$ cat config.mk
export PLATFORM = sky130hd
export DESIGN_NAME = regfile_wb_arbiter
export DESIGN_NICKNAME = d
export VERILOG_FILES = /design/src/rtl/rv_pkg.sv /design/src/rtl/wb_scoreboard.sv /design/src/rtl/regfile_wb_arbiter.sv
export SDC_FILE = /design/constraint.sdc
export NUM_CORES = 1
export LEC_CHECK = 0
export BUFFER_PORTS_ARGS = -buffer_cell sky130_fd_sc_hd__buf_2
export CORE_ASPECT_RATIO = 0.9
export CORE_MARGIN = 4
export CORE_UTILIZATION = 46
export CTS_CLUSTER_DIAMETER = 60
export DETAILED_ROUTE_END_ITERATION = 12
export PLACE_DENSITY_LB_ADDON = 0.08
export SLEW_MARGIN = 20
export SYNTH_ARGS = -nofsm -noshare
export SYNTH_HDL_FRONTEND = slang
export SYNTH_SLANG_ARGS = --single-unit
export TNS_END_PERCENT = 50
$ cat constraint.sdc
create_clock -name clk -period 1.9 [get_ports clk]
set_input_delay 0.19 -clock clk [delete_from_list [all_inputs] [get_ports clk]]
set_output_delay 0.19 -clock clk [all_outputs]
set_load 0.005 [all_outputs]
$ cat src/rtl/rv_pkg.sv
// ----------------------------------------------------------------------------
// rv_pkg
//   Shared types and sizes for the register-file writeback path.
//   XLEN      : width of a register value
//   NREG      : number of architectural registers (x0 is hardwired to zero)
//   REG_IDX_W : width of a register index
//   reg_idx_t : register index type
//   wb_req_t  : one writeback request (destination + data)
// ----------------------------------------------------------------------------
package rv_pkg;

  localparam int XLEN      = 32;
  localparam int NREG      = 32;
  localparam int REG_IDX_W = $clog2(NREG);

  typedef logic [REG_IDX_W-1:0] reg_idx_t;

  typedef struct packed {
    reg_idx_t          rd;
    logic [XLEN-1:0]   data;
  } wb_req_t;

  // x0 is never written and never tracked as pending.
  function automatic logic is_x0(input reg_idx_t idx);
    return (idx == '0);
  endfunction

endpackage

$ cat src/rtl/wb_scoreboard.sv
// ----------------------------------------------------------------------------
// wb_scoreboard
//   Tracks which registers have an outstanding write and answers hazard
//   queries from decode.
//
// Ports
//   clk, reset          : clock / asynchronous active-low reset
//   issue_valid/rd      : decode announces an instruction that will write rd
//   issue_ready         : issue accepted (rd not pending, or retired this cycle)
//   clr_valid/clr_rd    : a writeback grant this cycle, retiring clr_rd
//   rs1, rs2            : read indices from decode
//   rs1_busy, rs2_busy  : the corresponding register still has a pending write
// ----------------------------------------------------------------------------
module wb_scoreboard
  import rv_pkg::*;
(
  input  logic                 clk,
  input  logic                 reset,
  input  logic                 issue_valid,
  input  logic [REG_IDX_W-1:0] issue_rd,
  output logic                 issue_ready,
  input  logic                 clr_valid,
  input  logic [REG_IDX_W-1:0] clr_rd,
  input  logic [REG_IDX_W-1:0] rs1,
  input  logic [REG_IDX_W-1:0] rs2,
  output logic                 rs1_busy,
  output logic                 rs2_busy
);

  logic [NREG-1:0] pending_q;
  logic [NREG-1:0] pending_d;
  logic            set_en;
  logic            clr_hits_issue;

  // A register that is retired on this very edge can be re-claimed by a new
  // issue in the same cycle; otherwise a pending register refuses the issue
  // so two in-flight writes never target the same register.
  assign clr_hits_issue = clr_valid && (clr_rd == issue_rd);
  assign issue_ready    = !pending_q[issue_rd] || clr_hits_issue;
  assign set_en         = issue_valid && issue_ready && !is_x0(issue_rd);

  // x0 never becomes pending.
  assign pending_d[0] = 1'b0;

  genvar gi;
  generate
    for (gi = 1; gi < NREG; gi++) begin : g_pend
      logic set_hit;
      logic clr_hit;
      assign set_hit = set_en && (issue_rd == REG_IDX_W'(gi));
      assign clr_hit = clr_valid && (clr_rd == REG_IDX_W'(gi));
      // Set has priority: the new owner claims the register as the old
      // write retires.
      assign pending_d[gi] = set_hit ? 1'b1 :
                             clr_hit ? 1'b0 : pending_q[gi];
    end
  endgenerate

  always_ff @(posedge clk or negedge reset) begin
    if (!reset) begin
      pending_q <= '0;
    end else begin
      pending_q <= pending_d;
    end
  end

  // No bypass from the write stage: busy reflects the pending vector only.
  assign rs1_busy = !is_x0(rs1) && pending_q[rs1];
  assign rs2_busy = !is_x0(rs2) && pending_q[rs2];

endmodule

$ cat src/rtl/regfile_wb_arbiter.sv
// ----------------------------------------------------------------------------
// regfile_wb_arbiter
//   Shares the register file's single write port between the ALU writeback
//   (port A) and the LSU / multicycle writeback (port B). Port A normally has
//   priority; port B is forced a grant after losing STARVE_LIMIT consecutive
//   contested cycles. The granted request is registered and presented to the
//   register file one cycle later. A scoreboard tracks outstanding writes and
//   reports read hazards.
//
// Parameters
//   STARVE_LIMIT : contested cycles port B may lose before it must win (>=1)
//
// Ports
//   clk, reset                 : clock / asynchronous active-low reset
//   issue_valid/rd, issue_ready: decode claims a destination register
//   a_valid/rd/data, a_ready   : port A writeback handshake
//   b_valid/rd/data, b_ready   : port B writeback handshake
//   rs1, rs2, rs1_busy/rs2_busy: read hazard query
//   rd, write_data, RegWrite   : registered register-file write port
// ----------------------------------------------------------------------------
module regfile_wb_arbiter
  import rv_pkg::*;
#(
  parameter int STARVE_LIMIT = 4
) (
  input  logic                 clk,
  input  logic                 reset,
  input  logic                 issue_valid,
  input  logic [REG_IDX_W-1:0] issue_rd,
  output logic                 issue_ready,
  input  logic                 a_valid,
  input  logic [REG_IDX_W-1:0] a_rd,
  input  logic [XLEN-1:0]      a_data,
  output logic                 a_ready,
  input  logic                 b_valid,
  input  logic [REG_IDX_W-1:0] b_rd,
  input  logic [XLEN-1:0]      b_data,
  output logic                 b_ready,
  input  logic [REG_IDX_W-1:0] rs1,
  input  logic [REG_IDX_W-1:0] rs2,
  output logic                 rs1_busy,
  output logic                 rs2_busy,
  output logic [REG_IDX_W-1:0] rd,
  output logic [XLEN-1:0]      write_data,
  output logic                 RegWrite
);

  localparam int STARVE_W = $clog2(STARVE_LIMIT + 1);
  localparam logic [STARVE_W-1:0] STARVE_MAX = STARVE_W'(STARVE_LIMIT);

  // ---------------------------------------------------------------- arbiter
  logic [STARVE_W-1:0] starve_q;
  logic [STARVE_W-1:0] starve_d;
  logic                grant_a;
  logic                grant_b;
  logic                grant_any;
  wb_req_t             grant_req;

  always_comb begin
    grant_a = 1'b0;
    grant_b = 1'b0;
    if (a_valid && b_valid) begin
      if (starve_q >= STARVE_MAX) begin
        grant_b = 1'b1;
      end else begin
        grant_a = 1'b1;
      end
    end else begin
      grant_a = a_valid;
      grant_b = b_valid;
    end
  end

  assign grant_any = grant_a || grant_b;
  assign a_ready   = grant_a;
  assign b_ready   = grant_b;

  always_comb begin
    grant_req.rd   = a_rd;
    grant_req.data = a_data;
    if (grant_b) begin
      grant_req.rd   = b_rd;
      grant_req.data = b_data;
    end
  end

  // The counter only measures an unbroken run of contested losses by B:
  // any cycle where B is idle or wins starts the run over.
  always_comb begin
    starve_d = starve_q;
    if (!b_valid || grant_b) begin
      starve_d = '0;
    end else if (grant_a) begin
      starve_d = starve_q + STARVE_W'(1);
    end
  end

  // ------------------------------------------------------------ write stage
  wb_req_t wb_q;
  wb_req_t wb_d;
  logic    regwrite_q;
  logic    regwrite_d;

  // Without a grant the address/data hold and only the strobe drops. A grant
  // to x0 is consumed like any other but never strobes the register file.
  always_comb begin
    wb_d       = wb_q;
    regwrite_d = 1'b0;
    if (grant_any) begin
      wb_d       = grant_req;
      regwrite_d = !is_x0(grant_req.rd);
    end
  end

  always_ff @(posedge clk or negedge reset) begin
    if (!reset) begin
      starve_q   <= '0;
      wb_q       <= '0;
      regwrite_q <= 1'b0;
    end else begin
      starve_q   <= starve_d;
      wb_q       <= wb_d;
      regwrite_q <= regwrite_d;
    end
  end

  assign rd         = wb_q.rd;
  assign write_data = wb_q.data;
  assign RegWrite   = regwrite_q;

  // ------------------------------------------------------------- scoreboard
  // The pending bit is retired on the grant edge, i.e. as the write is
  // staged, not when the register file commits it.
  wb_scoreboard u_scoreboard (
    .clk         (clk),
    .reset       (reset),
    .issue_valid (issue_valid),
    .issue_rd    (issue_rd),
    .issue_ready (issue_ready),
    .clr_valid   (grant_any),
    .clr_rd      (grant_req.rd),
    .rs1         (rs1),
    .rs2         (rs2),
    .rs1_busy    (rs1_busy),
    .rs2_busy    (rs2_busy)
  );

endmodule

==> flow_summary.json, run 1 <==
{
  "fmax_mhz": 409,
  "wl_per_cell_um": 19.6,
  "drive_gt1_frac": 0.496,
  "fin_util": 0.689,
  "first_global_vias": 4462,
  "cts.root.buffer_cell": "clkbuf_8",
  "synth_compound_area_frac": 0.193,
  "p_switching_w": 0.00177,
  "min_from": "a_data[6]",
  "min_period_ns": 2.45,
  "grt_max_degree": 73,
  "critPathKind": "flip-flop to output pin",
  "h-tree-depth": 3,
  "seq_power_share": 0.396,
  "synth.mux.area_fraction": 0.167,
  "rr_endpoint": "u_scoreboard.pending_q[14]$_DFFE_PN0P_",
  "core_area_um2": 8650,
  "rsz0062_at_grt": "true",
  "hold_class": "primary input to flip-flop",
  "row_count": 32,
  "dp_slack_ns": -0.441,
  "ant_nets": 0,
  "ys_warn_count": 0,
  "peakVddDrop_mv": 0.374,
  "holdWs_ns": 0.0749,
  "synth_top_family_by_area": "compound AO/OA/AOI/OAI gates",
  "min_to": "write_data[6]$_DFFE_PN0P_",
  "drv_cap": 0,
  "via_count": 4269,
  "place_area_um2": 5280,
  "insertedDiodeCount": 0,
  "insertion_delay_ns": 0.35,
  "cts_tree": "done",
  "cp_max_fo": 3,
  "violations": "negative setup slack",
  "clk_pin_slew_worst_paths_ns": 0.09,
  "arrival_ns": 2.26,
  "slowest_stage": "mux4_2",
  "firstDrtPassIters": 5,
  "yosys.area_share.xor_xnor": 0.0106,
  "ys.flop_type": "dfrtp_1",
  "slew_viol_final": 0,
  "nets": 695,
  "crit_family": "multiplexers",
  "die_area_um2": 10500,
  "powerDensity_nw_per_um2": 859,
  "crit_chain": "buf_6, mux4_2, mux4_2, mux2_4, buf_6",
  "crit_cells": 5,
  "pwr-share-comb": 0.387,
  "postSynthAreaPerCell_um2": 10.3,
  "overflow": 0,
  "start_util": 0.476,
  "path_buf_inv": 2,
  "gp_congestion": 0.907,
  "leakage_nw": 2.64,
  "yosysUniqueCellTypes": 43,
  "slew_headroom": 0.437,
  "synth_commonest_cells": "nor2_1, dfrtp_1, o22ai_1",
  "grtUsageTotal": 0.273,
  "syn_inst": 401,
  "ys_seq_elements": 72,
  "numCtsBuffers": 9,
  "slowest_delay_ns": 0.48,
  "vias_per_cell": 5.90,
  "skew_ns": 0.0109,
  "worst_slew_pin_slew_ns": 0.842,
  "antenna_found_initial": 0,
  "grt_pass1_wl_um": 22500,
  "fin_crit_sh": 1.29,
  "final_area_um2": 5950,
  "hold_depth": 3,
  "synth_area_um2": 4120,
  "async_flop_share": 1.00,
  "clkSinkCount": 72,
  "start_kind": "flip-flop",
  "area_delta_synth_final_pct": 44.6,
  "ioPinCount": 137,
  "setup_viol_count_final": 34,
  "intPower_w": 0.00334,
  "r2r_setup_slack_ns": -0.46,
  "synthTopCellsByArea": "dfrtp_1, mux4_2, nor2_1, o31ai_1, o22ai_1",
  "fillCellCount": 698,
  "die_height_um": 97.8,
  "wl_um": 14200,
  "r2r_start": "u_scoreboard.pending_q[7]$_DFFE_PN0P_",
  "hold_violations": 0,
  "synthAdderAreaFrac": 0.00304,
  "drt_iter0_drc": 250,
  "power.total_w": 0.00511,
  "synthMostInstantiatedCell": "nor2_1",
  "dp_hpwl_um": 9570,
  "worstPathRequired_ns": 1.71,
  "die_x_um": 108,
  "yosys.area_share.simple": 0.146,
  "sw_frac_of_total": 0.346,
  "synth_top_area_cell": "dfrtp_1",
  "end_kind": "output pin",
  "synth_nets": 496,
  "clockBufferDepth": 2,
  "drc": 0,
  "reg2reg_depth": 10,
  "status": "finished with violations",
  "clkPwrFrac": 0.217,
  "synth_top_area_share": 0.437,
  "layout_setup_ws_ns": -0.546,
  "yosysSeqAreaShare": 0.437,
  "synth_edf_count": 0,
  "io_buffers": 136
}
## registers in the layout (all words and copies together), names as in the netlist
signal / count
RegWrite: 1
rd: 5
starve_q: 3
u_scoreboard.pending_q: 31
write_data: 32
## layout by cell type, fill, tap and decap left out, types with 4 or more instances in the layout
| cell | count |
|---|---|
| buf_2 | 134 |
| buf_4 | 67 |
| nor3b_1 | 4 |
| nor2_1 | 76 |
| o31ai_1 | 8 |
| a31oi_1 | 5 |
| o21ai_0 | 36 |
| clkbuf_8 | 9 |
| mux2_2 | 4 |
| o31ai_2 | 10 |
| o31ai_4 | 13 |
| o22ai_1 | 36 |
| dfrtp_1 | 71 |
| nand2b_1 | 5 |
| buf_6 | 9 |
| nand2_1 | 19 |
| a21oi_1 | 6 |
| mux2i_1 | 5 |
| inv_1 | 5 |
| nand3_1 | 4 |
| mux4_2 | 23 |
## power groups by stage
stage	sequential (W)	combinational (W)	clock (W)
floorplan	0.00197	0.000804	0
global placement	0.00201	0.00146	0
detailed placement	0.00203	0.00150	0
CTS	0.00199	0.00183	0.00113
global route	0.00205	0.00211	0.00119
finish	0.00203	0.00198	0.00111
## worst reg2reg max path: cells and delay by family (launching register included)
family | cells | cell delay, ns
compound gates | 4 | 0.68
buf+inv | 4 | 0.51
flops | 1 | 0.43
mux | 2 | 0.64
## layer usage
layer | vias to the layer above | GRT usage | wire length, um
met1 | 2050 | 0.357 | 5700
met4 | 0 | 0.0981 | 318
met5 | - | 0.0333 | 0
met2 | 268 | 0.428 | 6660
li1 | 1915 | - | -
met3 | 36 | 0.0839 | 1530
## metrics by stage
stage	setup TNS, ns	instances
finish	-13.27	724
global route	-14.46	724
CTS	-9.99	722
detailed placement	-12.00	691
global placement	-10.17	691
floorplan	0	401
## area by class of cell
class	instances	area (um^2)	share of cell area
multi-input cells	297	2470	0.415
flip-flops and latches	72	1800	0.303
repair buffers	214	1340	0.225
well taps	119	149	0.0250
clock buffers	10	128	0.0214
clock inverters	6	42.5	0.00714
inverters	6	22.5	0.00378
## kinds of logic (layout without fill, tap and decap cells)
| family | count (synthesis) | count (layout) |
|---|---|---|
| simple gates | 129 | 129 |
| compound gates | 124 | 126 |
| flops | 72 | 72 |
| mux | 36 | 36 |
| buf+inv | 34 | 236 |
| xor+xnor | 5 | 5 |
| fa+ha+maj | 1 | 1 |
## how the worst max path moves through the flow
| stage | startpoint | end | slack [ns] |
|---|---|---|---|
| 2_1_floorplan | rs1[0] | rs1_busy | 0.05 |
| 3_3_place_gp | issue_rd[0] | issue_ready | -0.43 |
| 3_5_place_dp | issue_rd[0] | issue_ready | -0.44 |
| 4_1_cts | u_scoreboard.pending_q[31]$_DFFE_PN0P_ | rs2_busy | -0.54 |
| 5_1_grt | u_scoreboard.pending_q[31]$_DFFE_PN0P_ | rs2_busy | -0.59 |
| 6_report | u_scoreboard.pending_q[14]$_DFFE_PN0P_ | rs2_busy | -0.55 |
## timing repair
action                                  4_1_cts  5_1_grt
pin swaps                                    35        4
hold buffers                                  1        0
endpoints found under the setup margin       34       34
cloned                                        3        0
endpoints found under the hold margin        72        0
buffers inserted                             11        2
resized for setup                            40       22
(Power assumes the default switching activity.)
==> run 2, diff against run 1 <==
--- a/config.mk
+++ b/config.mk
@@ -6,7 +6,6 @@
 export NUM_CORES = 1
 export LEC_CHECK = 0
 export BUFFER_PORTS_ARGS = -buffer_cell sky130_fd_sc_hd__buf_2
-export CORE_ASPECT_RATIO = 0.9
 export CORE_MARGIN = 4
 export CORE_UTILIZATION = 46
 export CTS_CLUSTER_DIAMETER = 60
==> flow_summary.json, run 2 (same netlist as run 1, synthesis figures left out) <==
{
  "insertion_delay_ns": 0.35,
  "fin_util": 0.683,
  "wl_per_cell_um": 19.7,
  "die_x_um": 103,
  "hold_violations": 0,
  "clkSinkCount": 72,
  "place_area_um2": 5140,
  "grt_pass1_wl_um": 21800,
  "antenna_found_initial": 1,
  "overflow": 0,
  "firstDrtPassIters": 4,
  "numCtsBuffers": 9,
  "hold_class": "primary input to flip-flop",
  "via_count": 4106,
  "leakage_nw": 2.61,
  "insertedDiodeCount": 0,
  "ant_nets": 0,
  "peakVddDrop_mv": 0.523,
  "drc": 0,
  "min_period_ns": 2.46,
  "final_common_cell": "buf_2",
  "start_util": 0.472,
  "largest_reg_flops": 32,
  "setup_viol_count_final": 34,
  "arrival_ns": 2.27,
  "cp_max_fo": 2,
  "slew_viol_final": 0,
  "core_area_um2": 8720,
  "die_area_um2": 10500,
  "critPathKind": "flip-flop to output pin",
  "clockBufferDepth": 2,
  "rsz0062_at_grt": "true",
  "violations": "negative setup slack",
  "die_height_um": 103,
  "cts.root.buffer_cell": "clkbuf_8",
  "final_area_um2": 5960,
  "power.total_w": 0.00533,
  "drt_iter0_drc": 179,
  "h-tree-depth": 3,
  "skew_ns": 0.0102,
  "layout_setup_ws_ns": -0.565,
  "slew_headroom": 0.421,
  "nets": 676,
  "gp_congestion": 0.907,
  "fin_crit_sh": 1.30,
  "ioPinCount": 137,
  "dp_cells": 660,
  "area_delta_synth_final_pct": 44.6,
  "wl_um": 13700,
  "grt_max_degree": 73,
  "io_buffers": 136,
  "vias_per_cell": 5.92,
  "drv_cap": 0,
  "worstPathRequired_ns": 1.71,
  "fmax_mhz": 406,
  "clk_pin_slew_worst_paths_ns": 0.08,
  "status": "finished with violations",
  "end_kind": "output pin",
  "first_global_vias": 4147,
  "drive_gt1_frac": 0.488,
  "fin_cells": 694,
  "row_count": 34,
  "cts_tree": "done",
  "final_cell_mix": "buf_2, nor2_1, dfrtp_1",
  "dp_slack_ns": -0.430,
  "start_kind": "flip-flop",
  "grtUsageTotal": 0.269,
  "worst_slew_pin_slew_ns": 0.866,
  "powerDensity_nw_per_um2": 894,
  "dp_hpwl_um": 9540
}
-- run 2: critical path: stages, from the launching register on --
cell     delay, ns
dfrtp_1       0.42
buf_6         0.13
mux4_2        0.47
mux4_2        0.51
mux2_4        0.28
buf_6         0.11
-- run 2: per-stage QoR --
step | setup TNS [ns] | hold slack, ns
2_1_floorplan | 0 | -0.106
3_3_place_gp | -10.46 | 0.241
3_5_place_dp | -11.30 | 0.248
4_1_cts | -6.41 | 0.0631
5_1_grt | -11.62 | 0.0684
6_report | -8.65 | 0.0718
-- run 2: layer usage --
metal,part of all wire,GRT usage,up-vias,wire (um)
met5,0.00095,0,-,13
met4,0.029,0.103,2,400
met3,0.081,0.0650,36,1100
met2,0.49,0.436,196,6650
met1,0.40,0.350,1999,5520
li1,-,-,1873,-
-- run 2: area by class of cell --
cell class,instances,area [um^2]
fill,727,2760
tap,108,135
multi-input combinational,296,2490
timing repair buffer,196,1260
inverter,6,22.5
clock buffer,12,165
clock inverter,4,75.1
sequential,72,1800
-- run 2: path summary, 6_finish.rpt --
| check | start | end | slack, ns | cells after the start |
|---|---|---|---|---|
| setup reg to reg | u_scoreboard.pending_q[30]$_DFFE_PN0P_ | u_scoreboard.pending_q[6]$_DFFE_PN0P_ | -0.31 | 9 |
| max in group asynchronous | reset | u_scoreboard.pending_q[25]$_DFFE_PN0P_ | 1.18 | 3 |
| hold reg to reg | starve_q[0]$_DFFE_PN0P_ | starve_q[0]$_DFFE_PN0P_ | 0.43 | 1 |
| setup / recovery | u_scoreboard.pending_q[30]$_DFFE_PN0P_ | rs1_busy | -0.56 | 5 |
| hold / removal | a_data[15] | write_data[15]$_DFFE_PN0P_ | 0.07 | 3 |
| min in group asynchronous | reset | u_scoreboard.pending_q[8]$_DFFE_PN0P_ | 0.36 | 3 |
-- run 2: repair_timing --
item / in CTS / in global routing
endpoints found under the setup margin: 34 / 34
pin swaps: 31 / 8
hold buffers: 1 / 0
hold endpoints to repair: 72 / 0
setup buffers: 13 / 2
gates resized for setup: 53 / 19
cloned: 2 / 0
-- run 2: power by group --
| group | leakage (nW) | switching, W | internal (W) | total, W |
|---|---|---|---|---|
| sequential | 0.861 | 0.000231 | 0.00179 | 0.00202 |
| combinational | 1.63 | 0.000838 | 0.00102 | 0.00185 |
| clock | 0.115 | 0.000606 | 0.000847 | 0.00145 |
